File: config.mk
export PLATFORM = sky130hd
export DESIGN_NAME = cargador_operandos_flotante
export DESIGN_NICKNAME = d
export VERILOG_FILES = /design/src/rtl/cargador_operandos_flotante.sv
export SDC_FILE = /design/constraint.sdc
export NUM_CORES = 1
export LEC_CHECK = 0
export BUFFER_PORTS_ARGS = -buffer_cell sky130_fd_sc_hd__buf_4
export CORE_MARGIN = 2
export CORE_UTILIZATION = 49
export DETAILED_ROUTE_END_ITERATION = 10
export PLACE_DENSITY = 0.76
export SYNTH_ARGS = -nofsm -noshare
export SYNTH_HDL_FRONTEND = slang
export SYNTH_SLANG_ARGS = --single-unit
File: constraint.sdc
create_clock -name clk -period 1.7 [get_ports clk]
set_input_delay 0.085 -clock clk [delete_from_list [all_inputs] [get_ports clk]]
set_output_delay 0.085 -clock clk [all_outputs]
set_load 0.1 [all_outputs]
File: src/rtl/cargador_operandos_flotante.sv
// rtl/cargador_operandos_flotante.sv - nibble-serial operand loader and result capture for the float adder
// Optional macro ACUMULAR_EN: a load in RESULTADO feeds the held sum back as operand A.
module cargador_operandos_flotante #(
  parameter  int E  = 8,
  parameter  int M  = 23,
  localparam int W  = E + M + 1,
  localparam int N  = (W + 3) / 4,
  localparam int CW = $clog2(N + 1)
) (
  input  logic          clk,
  input  logic          rst,
  input  logic [3:0]    dato_in,
  input  logic          cargar,
  input  logic          limpiar,
  output logic [W-1:0]  op_a,
  output logic [W-1:0]  op_b,
  input  logic [W-1:0]  s_in,
  input  logic          exp_cout_in,
  output logic [W-1:0]  resultado,
  output logic          desborde,
  output logic          listo,
  output logic [1:0]    estado,
  output logic [CW-1:0] conteo
);

  typedef enum logic [1:0] {
    CARGA_A   = 2'd0,
    CARGA_B   = 2'd1,
    SUMA      = 2'd2,
    RESULTADO = 2'd3
  } estado_t;

  estado_t st;
  logic    ultimo;

  assign estado = st;
  assign ultimo = (conteo == CW'(N - 1));

  // Nibbles arrive MSB first; anything pushed above bit W-1 falls off.
  function automatic logic [W-1:0] desplazar(input logic [W-1:0] v, input logic [3:0] n);
    logic [W+3:0] t;
    t = {v, n};
    return t[W-1:0];
  endfunction

  always_ff @(posedge clk) begin
    if (rst) begin
      st        <= CARGA_A;
      op_a      <= '0;
      op_b      <= '0;
      resultado <= '0;
      desborde  <= 1'b0;
      listo     <= 1'b0;
      conteo    <= '0;
    end else if (limpiar) begin
      st     <= CARGA_A;
      op_a   <= '0;
      op_b   <= '0;
      conteo <= '0;
      listo  <= 1'b0;
    end else begin
      case (st)
        CARGA_A: begin
          if (cargar) begin
            op_a <= desplazar(op_a, dato_in);
            if (ultimo) begin
              conteo <= '0;
              st     <= CARGA_B;
            end else begin
              conteo <= conteo + CW'(1);
            end
          end
        end
        CARGA_B: begin
          if (cargar) begin
            op_b <= desplazar(op_b, dato_in);
            if (ultimo) begin
              conteo <= '0;
              st     <= SUMA;
            end else begin
              conteo <= conteo + CW'(1);
            end
          end
        end
        SUMA: begin
          // Operands have been stable for this whole cycle, so the adder output is settled.
          resultado <= s_in;
          desborde  <= exp_cout_in;
          listo     <= 1'b1;
          st        <= RESULTADO;
        end
        RESULTADO: begin
          if (cargar) begin
`ifdef ACUMULAR_EN
            op_a <= resultado;
            op_b <= W'(dato_in);
            st   <= CARGA_B;
`else
            op_a <= W'(dato_in);
            op_b <= '0;
            st   <= CARGA_A;
`endif
            conteo <= CW'(1);
            listo  <= 1'b0;
          end
        end
        default: st <= CARGA_A;
      endcase
    end
  end

endmodule

# Word-level counts from Yosys, hierarchy flattened
# Index checks and enable logic that the tools add are counted.
[word_totals]
ff_bits = 104
latchBits = 0
mem_bits_rw = 0
mem_bits_ro = 0
input_bits = 41
output_inout_bits = 104
word_cells = 50
memories = 0
[op_classes]
n_addsub = 1
multipliers = 0
div_mod_pow = 0
n_lt_le_gt_ge = 0
n_eq_ne = 10
shifts = 0
muxes = 18
n_bitwise = 1
reduce_logical = 13
[op_table]
columns = ["operator", "n"]
rows = [
  ["two-way mux 32 bit", 4],
  ["case mux 32 bit (2 select lines)", 2],
  ["two-way mux 4 bit", 3],
  ["two-way mux 2 bit", 5],
  ["inequality test 2 bit, second input constant", 5],
  ["AND reduction 3 bit", 3],
  ["case mux 2 bit (4 select lines)", 1],
  ["case mux 4 bit (2 select lines)", 1],
  ["nonzero test 2 bit", 4],
  ["AND reduction 5 bit", 1],
  ["adder 4 x 1 -> 4 bit, second input constant", 1],
  ["== test 2 bit, second input constant", 2],
  ["== test 4 x 3 -> 1 bit, second input constant", 1],
  ["AND reduction 2 bit", 2],
  ["OR reduction 2 bit", 2],
  ["== test 2 x 1 -> 1 bit, second input constant", 1],
  ["logical NOT 2 bit", 1],
  ["inequality test 2 x 1 -> 1 bit, second input constant", 1],
  ["case mux 1 bit (2 select lines)", 1],
  ["two-way mux 1 bit", 1],
  ["NOT 1 bit", 1],
]

# Depth between registers and ports, before layout
[depth]
depth_word = 4
mapped_depth = 7

# Worst setup path after synthesis
# Ideal clock, no wire load.
[synth_timing]
path_kind = "register to register"
from = "reg st[1], in the netlist estado[1]"
to = "reg op_b[16]"
setup_ns = 0.128
t_arrival_ns = 2.205
path_slack_ns = -0.632
path_stages_with_launch = 8
n_path_buf = 1
period_less_slack_ns = 2.332
cell_sequence = "dfxtp_1 inv_1 ha_1 o21ai_4 buf_2 nor3b_1 a21oi_1 nor2_1"
[synth_via]
elab_chain_len = 3
word_cells_on_any_way = 7
[synth_rtl]
columns = ["item", "line_no", "source"]
rows = [
  ["from (decl)", "33", "estado_t st;"],
  ["from (signal assigned)", "48", "st <= CARGA_A;"],
  ["from (signal assigned)", "56", "st <= CARGA_A;"],
  ["from (signal assigned)", "68", "st <= CARGA_B;"],
  ["== test 2 x 1 -> 1 bit / == test 2 bit (equally long branches)", "62", "case (st)"],
  ["inequality test 2 bit (no line) / nonzero test 2 bit (equally long branches)", "n/a", ""],
  ["AND reduction 3 bit (no line)", "n/a", ""],
  ["to (signal assigned)", "76", "op_b <= desplazar(op_b, dato_in);"],
  ["to (decl)", "16", "output logic [W-1:0] op_b,"],
]
# Several ways; a longest one is shown, not always the timed one.
# A chain may end at the register's enable or synchronous reset.

# Worst setup path after layout
[layout_timing]
from = "reg st[1], in the netlist estado[1]"
to = "reg op_a[17]"
[layout_via]
elab_chain_len = 3
word_cells_on_any_way = 7
[layout_rtl]
columns = ["item", "line_no", "source"]
rows = [
  ["== test 2 bit / logical NOT 2 bit (equally long branches)", "62", ""],
  ["inequality test 2 bit (no line) / nonzero test 2 bit (equally long branches)", "n/a", ""],
  ["AND reduction 3 bit (no line)", "n/a", ""],
  ["to (signal assigned)", "65", "op_a <= desplazar(op_a, dato_in);"],
  ["to (signal assigned)", "99", "op_a <= W'(dato_in);"],
  ["to (decl)", "15", "output logic [W-1:0] op_a,"],
]
# Several ways; a longest one is shown, not always the timed one.

==> impl_metrics.tcl <==
set metrics [dict create \
    cts_root_buffer "clkbuf_8" \
    vias 3879 \
    path_class "flop to flop" \
    rows 33 \
    drt_wl_total_um 11100 \
    vias_per_cell 5.16 \
    syn_inst 479 \
    overflow 0 \
    hold_slack_ns 0.0485 \
    antenna_found_initial 0 \
    design.portCount 145 \
    portBuffers 144 \
    drt_iter0_markers 187 \
    timing.final.crit_share_pct 95.3 \
    period_minus_slack_ns 1.62 \
    required_ns 1.95 \
    dieWidth_um 95.1 \
    place_area_um2 5250 \
    cts_max_level 3 \
    synth_area_um2 4070 \
    syn_nets 526 \
    power-per-cell-area_nw_per_um2 734 \
    first_pass_iters 4 \
    synth-edff-count 0 \
    dieHeight_um 95.1 \
    worst_ep_arrival_time_ns 1.87 \
    yosys_register_bits 104 \
    cts_inserted_buffers 9 \
    syn_avg_cell_area_um2 8.49 \
    numClockSinks 104 \
    maxSlewHeadroom_pct 75.9 \
    grt_util_all_layers_pct 22.7 \
    start_util_pct 50.0 \
    power.leakage_nw 2.35 \
    synthTopCellsByArea "dfxtp_1 51%, a21oi_1 12%, nor3b_1 11%" \
    async_flop_share_pct 0 \
    worst_setup_path_start_kind "flop" \
    dp_hpwl_um 6820 \
    crit_slowest_cell "dfxtp_4" \
    place_ws_ns 0.0416 \
    fin_worst_skew_ns 0.0163 \
    num_antenna_cells 0 \
    slew_violations 0 \
    core_area_um2 8130 \
    clockBufferDepth 2 \
    clock_latency_ns 0.36 \
    wl_per_cell_um 14.7 \
    grt_max_degree 63 \
    cp-end-kind "flop" \
    fillerInstances 602 \
    grt_pass1_wl_um 16200 \
    ys_seq_area_share_pct 51.2 \
    fmax_mhz 617 \
    yosysWarningCount 0 \
    finalHoldViolCount 0 \
    die_area_um2 9040 \
    synthFlopType "dfxtp_1" \
    path_buf_inv 2 \
    finalSetupViolCount 0 \
    drc 0 \
    slowest_delay_ns 0.40 \
    worst_slack_ns 0.0799 \
    yosysTopAreaCell "dfxtp_1" \
    cts_tree "yes" \
    ir_drop_uv 476 \
    rsz0062_at_grt "false" \
    postCtsSetupRepairBufs 0 \
    path_cells "inv_1 -> ha_2 -> o21ai_4 -> clkbuf_16 -> nor3b_1 -> a21oi_1 -> nor2_1" \
    cts.clk_slew.worst_paths_ns 0.11 \
    ant_nets 0 \
    gp_congestion 0.794 \
    finalInstanceArea_um2 5900 \
    maxCapViolCount 0 \
    drive_gt1_share_pct 29.2 \
    fin_nets 689 \
    synth_cell_type_count 30 \
    cp_top_family "flip-flops" \
    tightest_slew_ns 0.361 \
    grt_pass1_vias 3457 \
    status "completed" \
    area_growth_pct 45.0 \
    yosysTopAreaCellShare_pct 51.2 \
    hp-class "input pin to flop" \
    r2r_slack_ns 0.08 \
    path_max_fanout 29 \
    final_core_util_pct 72.5 \
]
==> tightest hold or removal path: stages <==
cell	delay (ns)
buf_4	0.10
nor2_1	0.06
nand3_1	0.07
o21ai_0	0.06
==> metal layers <==
layer,vias to the layer above,part of all wire [%],track usage [%]
li1,1929,-,-
met1,1803,43,28.9
met2,122,50,37.1
met3,25,5.0,5.30
met4,0,2.6,9.06
met5,-,0,0
==> repair_timing <==
item	CTS	global route
resized for setup	0	4
endpoints found under the hold margin	37	0
setup endpoints to repair	0	13
hold buffers	37	0
==> synth_stat cells, drive strengths merged, types with 3 or more instances <==
library cell,n
nor2,71
ha,6
nor2b,5
mux2i,6
nand2,68
o21ai,4
nor3,3
buf,27
a21oi,95
nor3b,60
dfxtp,104
clkbuf,14
==> cell usage in the layout (no fill, tap or decap), types with 3 or more instances in the layout <==
master	synthesis	layout
buf_4	0	148
nor2_1	71	71
ha_1	6	4
dfxtp_2	0	4
nor3b_1	60	58
nor3_1	3	3
nand2_1	68	68
clkbuf_8	0	9
buf_12	0	6
a21oi_1	95	95
nor2b_1	4	3
dfxtp_1	104	98
dlygate4sd3_1	0	37
mux2i_1	6	6
==> cells by family after synthesis <==
family / synth area share [%]
compound gates: 14.0
flops: 51.2
simple gates: 26.4
buf+inv: 5.11
fa+ha+maj: 1.85
mux: 1.48
==> power breakdown <==
part           total, W  internal (W)  switching (W)  leakage (nW)
registers       0.00244       0.00244     0.00000624         0.841
logic          0.000320      0.000161       0.000158          1.41
clock network   0.00156      0.000699       0.000863         0.106
total           0.00432       0.00330        0.00103          2.35
==> cell type report <==
type | count | area (µm²) | area share [%]
clock buffer | 9 | 124 | 2.10
clock inverter | 7 | 75.1 | 1.27
inverter | 2 | 7.51 | 0.127
multi-input combinational | 332 | 1810 | 30.7
sequential | 104 | 2090 | 35.5
tap | 105 | 131 | 2.23
timing repair buffer | 193 | 1650 | 28.0
==> stage by stage <==
step	setup TNS (ns)	std cells	power, W
after CTS	0	750	0.00434
after global placement	0	697	0.00272
after detailed placement	0	697	0.00273
after global routing	0	752	0.00448
final	0	752	0.00432
after floorplan	-0.125	479	0.00262
==> flip-flops by register name, indices dropped and copies added (netlist names) <==
name,flops
desborde,1
estado,2
op_a,32
conteo,4
listo,1
op_b,32
resultado,32
==> final timing paths <==
path,start,end,cells after the start
min,limpiar,conteo[2],4
max,estado[1],op_a[17],7
max reg2reg,estado[1],op_a[17],7
min reg2reg,resultado[2],resultado[2],2
No activity file was read; power rests on OpenSTA's default activity.
